### src/rtl/usr_serial_rx_if.sv
// usr_serial_rx_if
// Bundles the serial input side, the parallel output handshake and the status
// signals of usr_serial_rx. clk/rst are kept outside as plain ports.
//   master : the environment (serial source + word sink) drives the inputs
//   slave  : the receiver drives data_out/data_valid/busy/bit_cnt/overflow/state_dbg
//
// Handshake: data_out is presented while data_valid=1 and is consumed on the
// rising edge where data_valid & data_ready are both 1. While data_valid=1 and
// data_ready=0, data_out is held stable. data_valid never depends
// combinationally on data_ready.
interface usr_serial_rx_if #(
  parameter int WIDTH = 4,
  parameter int CNT_W = $clog2(WIDTH)
);
  logic             ser_in;
  logic             ser_valid;
  logic             dir;
  logic             sync;
  logic [WIDTH-1:0] data_out;
  logic             data_valid;
  logic             data_ready;
  logic             busy;
  logic [CNT_W-1:0] bit_cnt;
  logic             overflow;
  logic             clr_ovf;
  logic             state_dbg;

  modport master (
    output ser_in, ser_valid, dir, sync, data_ready, clr_ovf,
    input  data_out, data_valid, busy, bit_cnt, overflow, state_dbg
  );

  modport slave (
    input  ser_in, ser_valid, dir, sync, data_ready, clr_ovf,
    output data_out, data_valid, busy, bit_cnt, overflow, state_dbg
  );
endinterface

### src/rtl/usr_serial_rx.sv
// usr_serial_rx
// Serial-to-parallel receiver for the universal shift register's serial output.
// Rebuilds WIDTH-bit words shifted out either LSB-first (dir=0) or MSB-first
// (dir=1) and hands them to a one-entry output buffer with valid/ready.
// Ports:
//   clk            rising-edge clock
//   rst            asynchronous active-high reset
//   bus (slave)    ser_in/ser_valid/dir/sync  serial input and realign
//                  data_out/data_valid/data_ready  output word handshake
//                  busy/bit_cnt                    partial-word status
//                  overflow/clr_ovf                sticky drop flag and its clear
//                  state_dbg                       FSM state (0=IDLE, 1=SHIFT)
module usr_serial_rx #(
  parameter int WIDTH = 4,
  parameter int CNT_W = $clog2(WIDTH)
) (
  input  logic             clk,
  input  logic             rst,
  usr_serial_rx_if.slave   bus
);

  typedef enum logic {
    ST_IDLE  = 1'b0,
    ST_SHIFT = 1'b1
  } state_t;

  localparam logic [CNT_W-1:0] LAST_CNT = CNT_W'(WIDTH - 1);

  state_t           state_q, state_d;
  logic [WIDTH-1:0] sreg_q, sreg_d;
  logic [CNT_W-1:0] cnt_q, cnt_d;
  logic             dir_q, dir_d;
  logic [WIDTH-1:0] data_q, data_d;
  logic             valid_q, valid_d;
  logic             ovf_q, ovf_d;

  logic             first_bit;
  logic             last_bit;
  logic             eff_dir;
  logic             accept;
  logic             complete;
  logic             drain;
  logic [WIDTH-1:0] shifted;

  assign first_bit = (cnt_q == '0);
  assign last_bit  = (cnt_q == LAST_CNT);
  // The first bit of a word must follow the live dir: dir_q only captures it
  // on that same edge.
  assign eff_dir   = first_bit ? bus.dir : dir_q;
  // sync wins over a simultaneous bit, which is then discarded.
  assign accept    = bus.ser_valid & ~bus.sync;
  assign complete  = accept & last_bit;
  assign drain     = valid_q & bus.data_ready;
  // LSB-first enters at the top and walks down, so the first bit ends in [0];
  // MSB-first enters at the bottom and walks up, so the first bit ends in [WIDTH-1].
  assign shifted   = eff_dir ? {sreg_q[WIDTH-2:0], bus.ser_in}
                             : {bus.ser_in, sreg_q[WIDTH-1:1]};

  always_comb begin
    state_d = state_q;
    sreg_d  = sreg_q;
    cnt_d   = cnt_q;
    dir_d   = dir_q;
    data_d  = data_q;
    valid_d = valid_q;
    ovf_d   = ovf_q;

    // Word assembly
    if (bus.sync) begin
      sreg_d  = '0;
      cnt_d   = '0;
      state_d = ST_IDLE;
    end else if (accept) begin
      if (first_bit) begin
        dir_d = bus.dir;
      end
      sreg_d = shifted;
      if (last_bit) begin
        cnt_d   = '0;
        state_d = ST_IDLE;
      end else begin
        cnt_d   = cnt_q + CNT_W'(1);
        state_d = ST_SHIFT;
      end
    end

    // Clear first so that a drop in the same cycle re-sets the flag.
    if (bus.clr_ovf) begin
      ovf_d = 1'b0;
    end

    // Output buffer: a completed word loads if the slot is empty or being
    // drained on this edge; otherwise it is lost and flagged.
    if (complete) begin
      if (!valid_q || drain) begin
        data_d  = shifted;
        valid_d = 1'b1;
      end else begin
        ovf_d = 1'b1;
      end
    end else if (drain) begin
      valid_d = 1'b0;
    end
  end

  always_ff @(posedge clk or posedge rst) begin
    if (rst) begin
      state_q <= ST_IDLE;
      sreg_q  <= '0;
      cnt_q   <= '0;
      dir_q   <= 1'b0;
      data_q  <= '0;
      valid_q <= 1'b0;
      ovf_q   <= 1'b0;
    end else begin
      state_q <= state_d;
      sreg_q  <= sreg_d;
      cnt_q   <= cnt_d;
      dir_q   <= dir_d;
      data_q  <= data_d;
      valid_q <= valid_d;
      ovf_q   <= ovf_d;
    end
  end

  assign bus.data_out   = data_q;
  assign bus.data_valid = valid_q;
  assign bus.bit_cnt    = cnt_q;
  assign bus.busy       = (cnt_q != '0);
  assign bus.overflow   = ovf_q;
  assign bus.state_dbg  = state_q;

endmodule

### src/flat_wrapper.sv
// flat-port wrapper written by rule: the top's interface ports become plain ports
module usr_serial_rx_flat 
#(
  parameter int WIDTH = 4,
  parameter int CNT_W = $clog2(WIDTH)
)
  (clk, rst, bus_ser_in, bus_ser_valid, bus_dir, bus_sync, bus_data_ready, bus_clr_ovf, bus_data_out, bus_data_valid, bus_busy, bus_bit_cnt, bus_overflow, bus_state_dbg);
  usr_serial_rx_if #(.WIDTH(WIDTH), .CNT_W(CNT_W)) bus_i ();
  input  logic clk;
  input  logic rst;
  input wire logic [$bits(bus_i.ser_in)-1:0] bus_ser_in;
  input wire logic [$bits(bus_i.ser_valid)-1:0] bus_ser_valid;
  input wire logic [$bits(bus_i.dir)-1:0] bus_dir;
  input wire logic [$bits(bus_i.sync)-1:0] bus_sync;
  input wire logic [$bits(bus_i.data_ready)-1:0] bus_data_ready;
  input wire logic [$bits(bus_i.clr_ovf)-1:0] bus_clr_ovf;
  output wire logic [$bits(bus_i.data_out)-1:0] bus_data_out;
  output wire logic [$bits(bus_i.data_valid)-1:0] bus_data_valid;
  output wire logic [$bits(bus_i.busy)-1:0] bus_busy;
  output wire logic [$bits(bus_i.bit_cnt)-1:0] bus_bit_cnt;
  output wire logic [$bits(bus_i.overflow)-1:0] bus_overflow;
  output wire logic [$bits(bus_i.state_dbg)-1:0] bus_state_dbg;
  assign bus_i.ser_in = bus_ser_in;
  assign bus_i.ser_valid = bus_ser_valid;
  assign bus_i.dir = bus_dir;
  assign bus_i.sync = bus_sync;
  assign bus_i.data_ready = bus_data_ready;
  assign bus_i.clr_ovf = bus_clr_ovf;
  assign bus_data_out = bus_i.data_out;
  assign bus_data_valid = bus_i.data_valid;
  assign bus_busy = bus_i.busy;
  assign bus_bit_cnt = bus_i.bit_cnt;
  assign bus_overflow = bus_i.overflow;
  assign bus_state_dbg = bus_i.state_dbg;
  usr_serial_rx #(.WIDTH(WIDTH), .CNT_W(CNT_W)) u_core (.clk(clk), .rst(rst), .bus(bus_i));
endmodule
### config.mk
export PLATFORM = sky130hd
export DESIGN_NAME = usr_serial_rx_flat
export DESIGN_NICKNAME = d
export VERILOG_FILES = /design/src/rtl/usr_serial_rx_if.sv /design/src/rtl/usr_serial_rx.sv /design/src/flat_wrapper.sv
export SDC_FILE = /design/constraint.sdc
export NUM_CORES = 1
export LEC_CHECK = 0
export BUFFER_PORTS_ARGS = -buffer_cell sky130_fd_sc_hd__buf_2
export CORE_UTILIZATION = 48
export DETAILED_ROUTE_END_ITERATION = 10
export PLACE_DENSITY_LB_ADDON = 0.2
export SLEW_MARGIN = 20
export SYNTH_ARGS = -nofsm -noshare
export SYNTH_HDL_FRONTEND = slang
export SYNTH_SLANG_ARGS = --single-unit
### constraint.sdc
create_clock -name clk -period 2.3 [get_ports clk]
set_input_delay 0.115 -clock clk [delete_from_list [all_inputs] [get_ports clk]]
set_output_delay 0.115 -clock clk [all_outputs]
set_load 0.01 [all_outputs]
# Word-level counts from Yosys, hierarchy flattened
# Cells that the tools add are included.
dict set report totals {
  ff_bits 14
  input_bits 8
  out_inout_bits 10
  elab_cells 39
}
dict set report op_classes {
  add_sub_neg 1
  eq_ne 2
  n_mux 16
  bitwise 4
  n_reduce_logical 9
}
# cell n
set op_table {}
lappend op_table {{4-bit two-way mux} 3}
lappend op_table {{1-bit two-way mux} 10}
lappend op_table {{2-bit two-way mux} 3}
lappend op_table {{2-bit AND reduction} 3}
lappend op_table {{2-bit nonzero test} 3}
lappend op_table {{1-bit bitwise AND} 3}
lappend op_table {{2-bit by 1-bit adder with 2-bit output (second input constant)} 1}
lappend op_table {{2-bit == test (second input constant)} 1}
lappend op_table {{2-bit logical NOT} 1}
lappend op_table {{2-bit != test (second input constant)} 1}
lappend op_table {{1-bit logical NOT} 1}
lappend op_table {{1-bit logical OR} 1}
lappend op_table {{1-bit inverter} 1}

# Logic depth before layout (Yosys ltp)
# Gate-level depths: netlist of the first run.
dict set report logic_depth {
  ltp_word 5
  ltp_mapped 5
  mapped_depth_nobuf 5
}

# Worst setup path before layout of the first run
# OpenSTA, ideal clock, no wires.
dict set report synth_path {
  kind {reg2reg}
  from {reg u_core.cnt_q[0], in the netlist u_core.bus.bit_cnt[0]}
  to {reg u_core.data_q[3], in the netlist u_core.bus.data_out[3]}
  setup_time_ns 0.125
  arrival_time_ns 1.637
  path_slack_ns 0.538
  path_stages_with_launch 6
  path_buffers 0
  period_less_slack_ns 1.762
  path_cell_list {dfrtp_1 inv_1 ha_1 mux2i_2 mux2_4 mux2_2}
}
dict set report synth_between {
  elab_chain_len 3
}
# item line_no
set synth_rtl {}
lappend synth_rtl {{start: declaration} usr_serial_rx.sv:31} ;# logic [CNT_W-1:0] cnt_q, cnt_d;
lappend synth_rtl {{start signal: assignment} usr_serial_rx.sv:118} ;# cnt_q <= cnt_d;
lappend synth_rtl {{2-bit == test / 2-bit logical NOT (equally long branches)} {usr_serial_rx.sv:46, usr_serial_rx.sv:45}}
lappend synth_rtl {{1-bit bitwise AND / 1-bit two-way mux (equally long branches)} {usr_serial_rx.sv:52, usr_serial_rx.sv:49}}
lappend synth_rtl {{2-bit AND reduction (no line) / 4-bit two-way mux (equally long branches)} n/a}
lappend synth_rtl {{end signal: assignment} usr_serial_rx.sv:120} ;# data_q <= data_d;
lappend synth_rtl {{end: declaration} usr_serial_rx.sv:33} ;# logic [WIDTH-1:0] data_q, data_d;
# Several ways; a longest one is shown, not always the timed one.
# A chain may end at the register's enable or synchronous reset.

# Worst setup path after layout of the first run
# Same ends and word-level chain as after synthesis.

==> flow_metrics.env, run 1 <==
export IMPL_run_status="finished, final reports clean"
export IMPL_hold_class="in2reg"
export IMPL_clk_pin_slew_ns=0.08
export IMPL_start_kind="register"
export IMPL_initial_core_util_pct=55.5
export IMPL_worst_setup_path_end_kind="register"
export IMPL_power_leakage_nw=0.431
export IMPL_cts_htree_levels=1
export IMPL_die_x_microns=39.0
export IMPL_timing_final_crit_share_pct=79.7
export IMPL_path_class="reg2reg"
export IMPL_worst_slew_pin_slew_ns=0.528
export IMPL_power_mw=0.571
export IMPL_vias=463
export IMPL_synth_xor_area_share_pct=0
export IMPL_drc=0
export IMPL_clock_sinks=14
export IMPL_synth_edf_count=0
export IMPL_io_pins=18
export IMPL_grt_pass1_vias=443
export IMPL_diodes=0
export IMPL_yosysSeqAreaShare_pct=53.2
export IMPL_synth_common_cells="14 x dfrtp_1, 9 x inv_1, 8 x nor2_1"
export IMPL_synthArstFlopShare_pct=100
export IMPL_synthAdderAreaFrac_pct=3.80
export IMPL_synth_ff_type="dfrtp_1"
export IMPL_setup_viol=0
export IMPL_core_area_sq_um=1190
export IMPL_numCtsBuffers=3
export IMPL_synth_top_area_share_pct=53.2
export IMPL_synth_cells=61
export IMPL_netlist_area_sq_um=658
export IMPL_synth_compound_area_share_pct=8.17
export IMPL_antenna_found_initial=0
export IMPL_ir_worst_vdd_uv=386
export IMPL_yosys_area_share_simple_pct=10.8
export IMPL_final_hold_viol_count=0
export IMPL_yosysMostFrequentCell="dfrtp_1"
export IMPL_rsz0062_at_grt="no"
export IMPL_dieArea_sq_um=1520
export IMPL_place_congestion=0.723
export IMPL_worst_ep_arrival_time_ns=2.00
export IMPL_cp_max_fo=5
export IMPL_muxShareOfSynthArea_pct=16.7
export IMPL_via_per_inst=4.87
export IMPL_p_per_area_nw_per_um2=711
export IMPL_grt_pass1_wl_microns=1960
export IMPL_syn_to_final_growth_pct=22.1
export IMPL_die_h_microns=39.0
export IMPL_io_buffers=17
export IMPL_grt_overflow=0
export IMPL_first_pass_iters=4
export IMPL_track_usage_pct=19.3
export IMPL_worstPathRequired_ns=2.46
export IMPL_synth_top_family_by_area="multiplexers"
export IMPL_grt_max_degree=15
export IMPL_pre_cts_ws_ns=0.487
export IMPL_synth_distinct_cells=20
export IMPL_wire_per_inst_microns=11.7
export IMPL_drv_slew=0
export IMPL_hpwl_microns=837
export IMPL_clk_latency_ns=0.28
export IMPL_dr_first_iter_drc_count=13
export IMPL_fin_worst_skew_ns=0.00487
export IMPL_root_buffer="clkbuf_4"
export IMPL_postSynthAreaPerCell_sq_um=10.8
export IMPL_routed_wl_microns=1120
export IMPL_clk_path_buf_depth=2
export IMPL_drive_above_1_share_pct=29.6
export IMPL_ys_seq_elements=14
export IMPL_syn_num_nets=71
export IMPL_max_freq_mhz=546
export IMPL_fill_cells=92
export IMPL_fin_util_pct=67.7
export IMPL_holdWs_ns=0.104
export IMPL_cts_tree="built"
export IMPL_slew_limit_headroom_pct=64.8
export IMPL_yosysTopAreaCell="dfrtp_1"
export IMPL_period_needed_ns=1.83
export IMPL_setup_tns_ns=0
export IMPL_rows=12
export IMPL_ant_nets=0
export IMPL_worst_slack_ns=0.468
export IMPL_synthTopCellsByArea="dfrtp_1 53%, mux2i_1 11%, inv_1 5.1%"
export IMPL_layout_nets=92
export IMPL_post_cts_resized=0
export IMPL_yosysWarnings=0
export IMPL_max_cap_viol_count=0
==> path summary, 6_finish.rpt <==
| kind | start | endpoint | slack (ns) | cells past startpoint |
|---|---|---|---|---|
| max in group asynchronous | rst | u_core.bus.data_out[2] | 1.54 | 3 |
| max | u_core.bus.bit_cnt[0] | u_core.bus.data_out[3] | 0.47 | 5 |
| max reg2reg | u_core.bus.bit_cnt[0] | u_core.bus.data_out[3] | 0.47 | 5 |
| min reg2reg | u_core.dir_q | u_core.dir_q | 0.51 | 2 |
| min in group asynchronous | rst | u_core.bus.overflow | 0.41 | 3 |
| min | bus_sync | u_core.bus.state_dbg | 0.10 | 2 |
==> kinds of logic after synthesis <==
group,after synthesis
adder cells (fa/ha/maj),2
flip-flops,14
buffers and inverters,12
AND/OR/NAND/NOR,15
multiplexers,10
AO/OA/AOI/OAI,8
==> routing by layer <==
layer  vias to the layer above  wire [microns]  GRT usage, %
met1                       211             551          25.3
met2                        13             510          32.5
li1                        237               -             -
met3                         2              49          3.47
met4                         0               5          5.17
met5                         -               0             0
==> report_power, final <==
part | internal [mW] | total (mW) | switching, mW
Clock | 0.0962 | 0.173 | 0.0770
Sequential | 0.272 | 0.287 | 0.0150
Combinational | 0.0523 | 0.110 | 0.0578
==> cell usage in the layout (no fill, tap or decap) <==
master / netlist / final
dlygate4sd3_1: 0 / 2
mux2i_1: 7 / 7
a21oi_1: 1 / 1
clkbuf_8: 0 / 1
mux2_2: 1 / 1
nand2_1: 2 / 2
nand2b_1: 2 / 2
nor2_1: 8 / 8
ha_1: 2 / 2
nor2b_1: 1 / 1
clkbuf_4: 0 / 3
dfrtp_1: 14 / 14
o22ai_1: 1 / 1
mux2_4: 1 / 1
o21ai_0: 1 / 1
mux2i_2: 1 / 1
a211oi_1: 4 / 4
nor3b_1: 1 / 1
inv_1: 9 / 9
nand3b_1: 1 / 1
o21a_1: 1 / 1
buf_2: 2 / 17
==> worst max-delay path, cell delays in order, from the launching register on <==
cell and delay [ns]:
dfrtp_1 0.42, inv_1 0.08, ha_1 0.19, mux2i_2 0.42, mux2_4 0.34, mux2_2 0.27
==> sequential cells by signal, indices dropped and copies added, names as in the netlist <==
name	flops
u_core.bus.state_dbg	1
u_core.bus.overflow	1
u_core.sreg_q	4
u_core.bus.data_valid	1
u_core.bus.data_out	4
u_core.bus.bit_cnt	2
u_core.dir_q	1
==> through the flow <==
stage | cells | instance area (sq um)
after CTS | 94 | 793
final | 95 | 803
after detailed placement | 89 | 747
after floorplan | 61 | 658
after global placement | 89 | 747
after global routing | 95 | 803
==> repair_timing <==
action | in CTS | in global routing
endpoints found under the hold margin | 14 | 1
hold buffers | 1 | 1
setup endpoints to repair | 0 | 0
setup buffers | 0 | 0
==> area by class of cell <==
class                           count  area, sq um  share of cell area [%]
Inverter                            9         33.8                    4.21
Sequential cell                    14          350                    43.6
Clock buffer                        4         36.3                    4.52
Multi-Input combinational cell     35          260                    32.4
Tap cell                           14         17.5                    2.18
Timing Repair Buffer               19          105                    13.1
Power figures use the tool's default switching activity.
==> run 2, diff against run 1 <==
--- a/config.mk
+++ b/config.mk
@@ -5,8 +5,9 @@
 export SDC_FILE = /design/constraint.sdc
 export NUM_CORES = 1
 export LEC_CHECK = 0
+export ABC_AREA = 1
 export BUFFER_PORTS_ARGS = -buffer_cell sky130_fd_sc_hd__buf_2
-export CORE_UTILIZATION = 48
+export CORE_UTILIZATION = 49
 export DETAILED_ROUTE_END_ITERATION = 10
 export PLACE_DENSITY_LB_ADDON = 0.2
 export SLEW_MARGIN = 20
==> constraint.sdc (replaced) <==
create_clock -name clk -period 1.7 [get_ports clk]
set_input_delay 0.085 -clock clk [delete_from_list [all_inputs] [get_ports clk]]
set_output_delay 0.085 -clock clk [all_outputs]
set_load 0.01 [all_outputs]
==> run 2 against run 1 <==
  * Via count rose by 25%
  * Sequential share of layout area fell by 1.9 points
  * Clock power rose by 38%
  * Register-to-register slack barely moved
  * Non-clock buffer count did not move
  * Synthesized area rose by 3.2%
  * First-iteration DRC count fell by 46%
  * Sequential cell count did not move
  * Global-route usage fell by 0.83 points
  * Critical endpoint is now bus_busy
==> flow_metrics.env, run 2 <==
export IMPL_diodes=0
export IMPL_ys_seq_elements=14
export IMPL_clock_sinks=14
export IMPL_start_kind="register"
export IMPL_path_class="reg2out"
export IMPL_netlist_area_sq_um=679
export IMPL_grtUsageMet2_pct=31.3
export IMPL_yosysTopAreaCell="dfrtp_1"
export IMPL_slowest_stage="dfrtp_1"
export IMPL_cts_htree_levels=1
export IMPL_power_leakage_nw=0.501
export IMPL_fill_cells=111
export IMPL_holdWs_ns=0.0965
export IMPL_rsz0062_at_grt="no"
export IMPL_synth_edf_count=0
export IMPL_yosysMostFrequentCell="nand2_1"
export IMPL_worst_slack_ns=0.433
export IMPL_max_freq_mhz=789
export IMPL_ir_worst_vdd_uv=530
export IMPL_postSynthAreaPerCell_sq_um=7.99
export IMPL_worst_setup_path_end_kind="output port"
export IMPL_vias=577
export IMPL_root_buffer="clkbuf_4"
export IMPL_dieArea_sq_um=1540
export IMPL_io_buffers=17
export IMPL_hold_buffers=2
export IMPL_hold_class="in2reg"
export IMPL_drive_above_1_share_pct=23.1
export IMPL_cts_tree="built"
export IMPL_max_cap_viol_count=0
export IMPL_synthArstFlopShare_pct=100
export IMPL_first_pass_iters=5
export IMPL_wire_per_inst_microns=10.0
export IMPL_pre_cts_ws_ns=0.479
export IMPL_clk_latency_ns=0.28
export IMPL_clk_path_buf_depth=2
export IMPL_via_per_inst=4.69
export IMPL_drc=0
export IMPL_final_common_cell="nand2_1"
export IMPL_final_cell_mix="26 x nand2_1, 17 x nand3_1, 17 x buf_2"
export IMPL_worst_ep_arrival_time_ns=1.18
export IMPL_busiest_layer="met2"
export IMPL_rows=13
export IMPL_critPathMaxStageDelay_ns=0.40
export IMPL_setup_viol=0
export IMPL_slew_limit_headroom_pct=66.2
export IMPL_core_area_sq_um=1300
export IMPL_drv_slew=0
export IMPL_syn_to_final_growth_pct=23.6
export IMPL_post_cts_setup_buffers=0
export IMPL_dr_first_iter_drc_count=7
export IMPL_grt_max_degree=15
export IMPL_synthTopCellsByArea="dfrtp_1 52%, nand2_1 14%, nand3_1 13%"
export IMPL_crit_buf_inv=3
export IMPL_synth_ff_type="dfrtp_1"
export IMPL_antenna_found_initial=0
export IMPL_timing_final_crit_share_pct=74.5
export IMPL_post_cts_resized=0
export IMPL_worstPathRequired_ns=1.62
export IMPL_grt_pass1_wl_microns=1850
export IMPL_syn_num_nets=95
export IMPL_synth_top_area_share_pct=51.6
export IMPL_io_pins=18
export IMPL_grt_overflow=0
export IMPL_crit_family="flip-flops"
export IMPL_period_needed_ns=1.27
export IMPL_die_h_microns=39.2
export IMPL_path_cells="inv_1, ha_1, inv_1, buf_2"
export IMPL_final_hold_viol_count=0
export IMPL_cp_max_fo=5
export IMPL_track_usage_pct=18.5
export IMPL_fin_worst_skew_ns=0.000484
export IMPL_place_congestion=0.958
export IMPL_grt_use_met1_pct=20.2
export IMPL_hpwl_microns=974
export IMPL_yosysWarnings=0
export IMPL_ant_nets=0
export IMPL_clk_pin_slew_ns=0.08
export IMPL_p_per_area_nw_per_um2=918
export IMPL_worst_slew_pin_slew_ns=0.506
export IMPL_fin_util_pct=64.5
export IMPL_layout_nets=119
export IMPL_crit_path_frequent_cell="inv_1"
export IMPL_numCtsBuffers=3
export IMPL_synth_cells=85
export IMPL_yosysSeqAreaShare_pct=51.6
export IMPL_use_met3_pct=3.47
export IMPL_run_status="finished, final reports clean"
export IMPL_setup_tns_ns=0
export IMPL_die_x_microns=39.2
export IMPL_synth_distinct_cells=12
export IMPL_routed_wl_microns=1230
export IMPL_grt_pass1_vias=497
export IMPL_initial_core_util_pct=52.2
export IMPL_synth_common_cells="26 x nand2_1, 17 x nand3_1, 16 x inv_1"
[run 2: area by class of cell]
class | count | area, sq um | area share [%]
clock buffers | 4 | 36.3 | 4.32
flip-flops and latches | 14 | 350 | 41.7
multi-input cells | 53 | 262 | 31.1
well taps | 15 | 18.8 | 2.24
inverters | 18 | 67.6 | 8.05
repair buffers | 19 | 105 | 12.5
[run 2: cell families after synthesis]
family | after synthesis | synth area share, %
AO/OA/AOI/OAI | 4 | 3.68
AND/OR/NAND/NOR | 47 | 31.1
buffers and inverters | 18 | 9.95
flip-flops | 14 | 51.6
adder cells (fa/ha/maj) | 2 | 3.68
[run 2: power by group]
group / switching, mW / total, mW / leakage, nW / internal, mW
Sequential: 0.0172 / 0.382 / 0.188 / 0.364
Clock: 0.108 / 0.238 / 0.0210 / 0.130
Combinational: 0.0929 / 0.151 / 0.291 / 0.0577
[run 2: worst min-delay path, delay by kind of cell]
family	cells	cell delay, ns
buffers and inverters	2	0.15
AND/OR/NAND/NOR	2	0.11
[run 2: worst paths after layout]
check	start	slack, ns	cells after the start	to
max	u_core.bus.bit_cnt[0]	0.43	4	bus_busy
min	bus_data_ready	0.1	4	u_core.bus.data_valid
max reg2reg	u_core.bus.bit_cnt[0]	0.46	7	u_core.sreg_q[2]
min reg2reg	u_core.bus.data_out[2]	0.48	2	u_core.bus.data_out[2]
max in group asynchronous	rst	1.00	3	u_core.bus.bit_cnt[0]
min in group asynchronous	rst	0.36	3	u_core.bus.data_out[0]
[run 2: stage by stage]
stage                     cell area (sq um)  instances  power, mW
after CTS                               840        123      0.777
after detailed placement                783        117      0.536
after global routing                    840        123      0.810
after global placement                  783        117      0.532
final                                   840        123      0.771
after floorplan                         679         85      0.485
[run 2: routing by layer]
layer	vias to the layer above	part of all wire [%]	wire, microns
li1	314	-	-
met4	0	1.4	17
met5	-	0	0
met3	2	5.1	63
met1	248	46	563
met2	13	48	588
==> run 3, diff against run 2 <==
--- a/config.mk
+++ b/config.mk
@@ -5,9 +5,9 @@
 export SDC_FILE = /design/constraint.sdc
 export NUM_CORES = 1
 export LEC_CHECK = 0
-export ABC_AREA = 1
+export ABC_AREA = 0
 export BUFFER_PORTS_ARGS = -buffer_cell sky130_fd_sc_hd__buf_2
-export CORE_UTILIZATION = 49
+export CORE_UTILIZATION = 44
 export DETAILED_ROUTE_END_ITERATION = 10
 export PLACE_DENSITY_LB_ADDON = 0.2
 export SLEW_MARGIN = 20
==> constraint.sdc (replaced) <==
create_clock -name clk -period 1.1 [get_ports clk]
set_input_delay 0.055 -clock clk [delete_from_list [all_inputs] [get_ports clk]]
set_output_delay 0.055 -clock clk [all_outputs]
set_load 0.01 [all_outputs]
==> run 3 against run 2 <==
  * The flow now finishes with violations (negative setup slack)
  * Clock-buffer cell count is the same
  * Global-route usage grew 2.7 points
  * Sequential cell count is the same
  * Critical path depth grew 1
  * Die area grew 7.5%
  * Non-clock buffer count grew 11
  * Highest routed layer is now met3
  * Clock power grew 56%
==> flow_metrics.env, run 3 (synthesis gave the netlist of run 1 again) <==
export IMPL_max_freq_mhz=644
export IMPL_grt_pass1_vias=468
export IMPL_fin_util_pct=72.7
export IMPL_grt_overflow=0
export IMPL_worst_setup_path_end_kind="register"
export IMPL_min_from="bus_sync"
export IMPL_holdPathStages=3
export IMPL_reg2reg_slack_ns=-0.45
export IMPL_fin_worst_skew_ns=0.00663
export IMPL_worst_ep_arrival_time_ns=1.73
export IMPL_core_area_sq_um=1350
export IMPL_wire_per_inst_microns=13.5
export IMPL_vias=510
export IMPL_worstPathRequired_ns=1.27
export IMPL_timing_final_crit_share_pct=141
export IMPL_clk_latency_ns=0.28
export IMPL_via_per_inst=4.77
export IMPL_clk_path_buf_depth=2
export IMPL_violations="negative setup slack"
export IMPL_antenna_found_initial=0
export IMPL_hold_class="in2reg"
export IMPL_clock_sinks=14
export IMPL_regToRegStartpoint="u_core.bus.bit_cnt[0]"
export IMPL_syn_to_final_growth_pct=49.0
export IMPL_drive_above_1_share_pct=53.3
export IMPL_slew_limit_headroom_pct=84.5
export IMPL_io_pins=18
export IMPL_grt_max_degree=14
export IMPL_rows=13
export IMPL_numCtsBuffers=3
export IMPL_r2r_cells=5
export IMPL_first_pass_iters=3
export IMPL_cts_htree_levels=1
export IMPL_final_cell_mix="16 x buf_2, 13 x dfrtp_1, 10 x buf_4"
export IMPL_io_buffers=17
export IMPL_layout_nets=103
export IMPL_drc=0
export IMPL_grt_pass1_wl_microns=2120
export IMPL_drv_slew=0
export IMPL_worst_slew_pin_slew_ns=0.232
export IMPL_post_cts_setup_buffers=0
export IMPL_hpwl_microns=1000
export IMPL_track_usage_pct=21.2
export IMPL_initial_core_util_pct=48.7
export IMPL_setup_viol=14
export IMPL_place_congestion=0.701
export IMPL_ant_nets=0
export IMPL_cts_tree="built"
export IMPL_routed_wl_microns=1450
export IMPL_root_buffer="clkbuf_4"
export IMPL_rr_endpoint="u_core.bus.data_out[3]"
export IMPL_ir_worst_vdd_uv=922
export IMPL_power_mw=1.32
export IMPL_die_h_microns=40.7
export IMPL_rsz0062_at_grt="yes"
export IMPL_max_cap_viol_count=0
export IMPL_diodes=0
export IMPL_run_status="complete, but fails checks"
export IMPL_postPlaceCellArea_sq_um=857
export IMPL_clk_pin_slew_ns=0.09
export IMPL_cp_max_fo=2
export IMPL_p_per_area_nw_per_um2=1350
export IMPL_final_common_cell="buf_2"
export IMPL_start_kind="register"
export IMPL_dr_first_iter_drc_count=12
export IMPL_worst_slack_ns=-0.453
export IMPL_final_hold_viol_count=0
export IMPL_holdWs_ns=0.110
export IMPL_dieArea_sq_um=1650
export IMPL_path_class="reg2reg"
export IMPL_period_needed_ns=1.55
export IMPL_power_leakage_nw=0.491
export IMPL_die_x_microns=40.7
export IMPL_final_area_sq_um=981
export IMPL_whs_endpoint="u_core.bus.state_dbg"
-- run 3: cell count changes in the layout (fill, tap and decap cells not counted), moves of 3 or more --
cell / change
nand2_1: -24
nand3_1: -17
buf_4: +10
inv_1: -9
nor2_1: +6
mux2i_1: +4
a211oi_2: +3
mux2i_4: +3
-- run 3: through the flow --
stage	instances	setup WS, ns	TNS (ns)
global placement	101	-0.400	-3.19
global route	107	-0.493	-4.41
finish	107	-0.453	-3.70
CTS	107	-0.438	-3.71
detailed placement	101	-0.433	-3.63
floorplan	61	-0.544	-2.93
-- run 3: area by class of cell --
| type | count | area [sq um] |
|---|---|---|
| tap | 15 | 18.8 |
| multi-input combinational | 35 | 343 |
| timing repair buffer | 30 | 198 |
| fill | 102 | 369 |
| clock buffer | 4 | 36.3 |
| sequential | 14 | 352 |
| inverter | 9 | 33.8 |
-- run 3: where the power goes --
group	total, mW	internal [mW]	switching, mW
Sequential	0.611	0.570	0.0411
Clock	0.371	0.201	0.170
Combinational	0.338	0.181	0.158
-- run 3: worst max-delay path by stage --
stage	from	to	slack [ns]	cells after the start
floorplan	u_core.bus.bit_cnt[1]	u_core.bus.data_out[3]	-0.54	5
CTS	u_core.bus.bit_cnt[0]	u_core.bus.data_out[3]	-0.44	5
finish	u_core.bus.bit_cnt[0]	u_core.bus.data_out[3]	-0.45	5
global placement	u_core.bus.bit_cnt[0]	u_core.bus.data_out[3]	-0.40	5
detailed placement	u_core.bus.bit_cnt[0]	u_core.bus.data_out[3]	-0.43	5
global route	u_core.bus.bit_cnt[1]	u_core.bus.data_out[0]	-0.49	6
-- run 3: repair_timing --
item	in CTS	in global routing
hold endpoints to repair	15	0
setup endpoints to repair	14	14
hold buffers	2	0
pin swaps	2	3
cloned	0	0
resized for setup	6	9
-- run 3: worst max-delay path, stage by stage, from the launching register on --
cell and delay (ns):
dfrtp_2 0.42, inv_2 0.06, ha_4 0.14, mux2i_4 0.25, mux2_4 0.32, mux2_4 0.25
-- run 3: routing by layer --
| metal | up-vias | GRT usage (%) | share of wire, % |
|---|---|---|---|
| li1 | 259 | - | - |
| met1 | 239 | 27.3 | 46 |
| met2 | 12 | 33.7 | 50 |
| met3 | 0 | 6.52 | 3.6 |
| met4 | 0 | 7.50 | 0 |
| met5 | - | 0 | 0 |
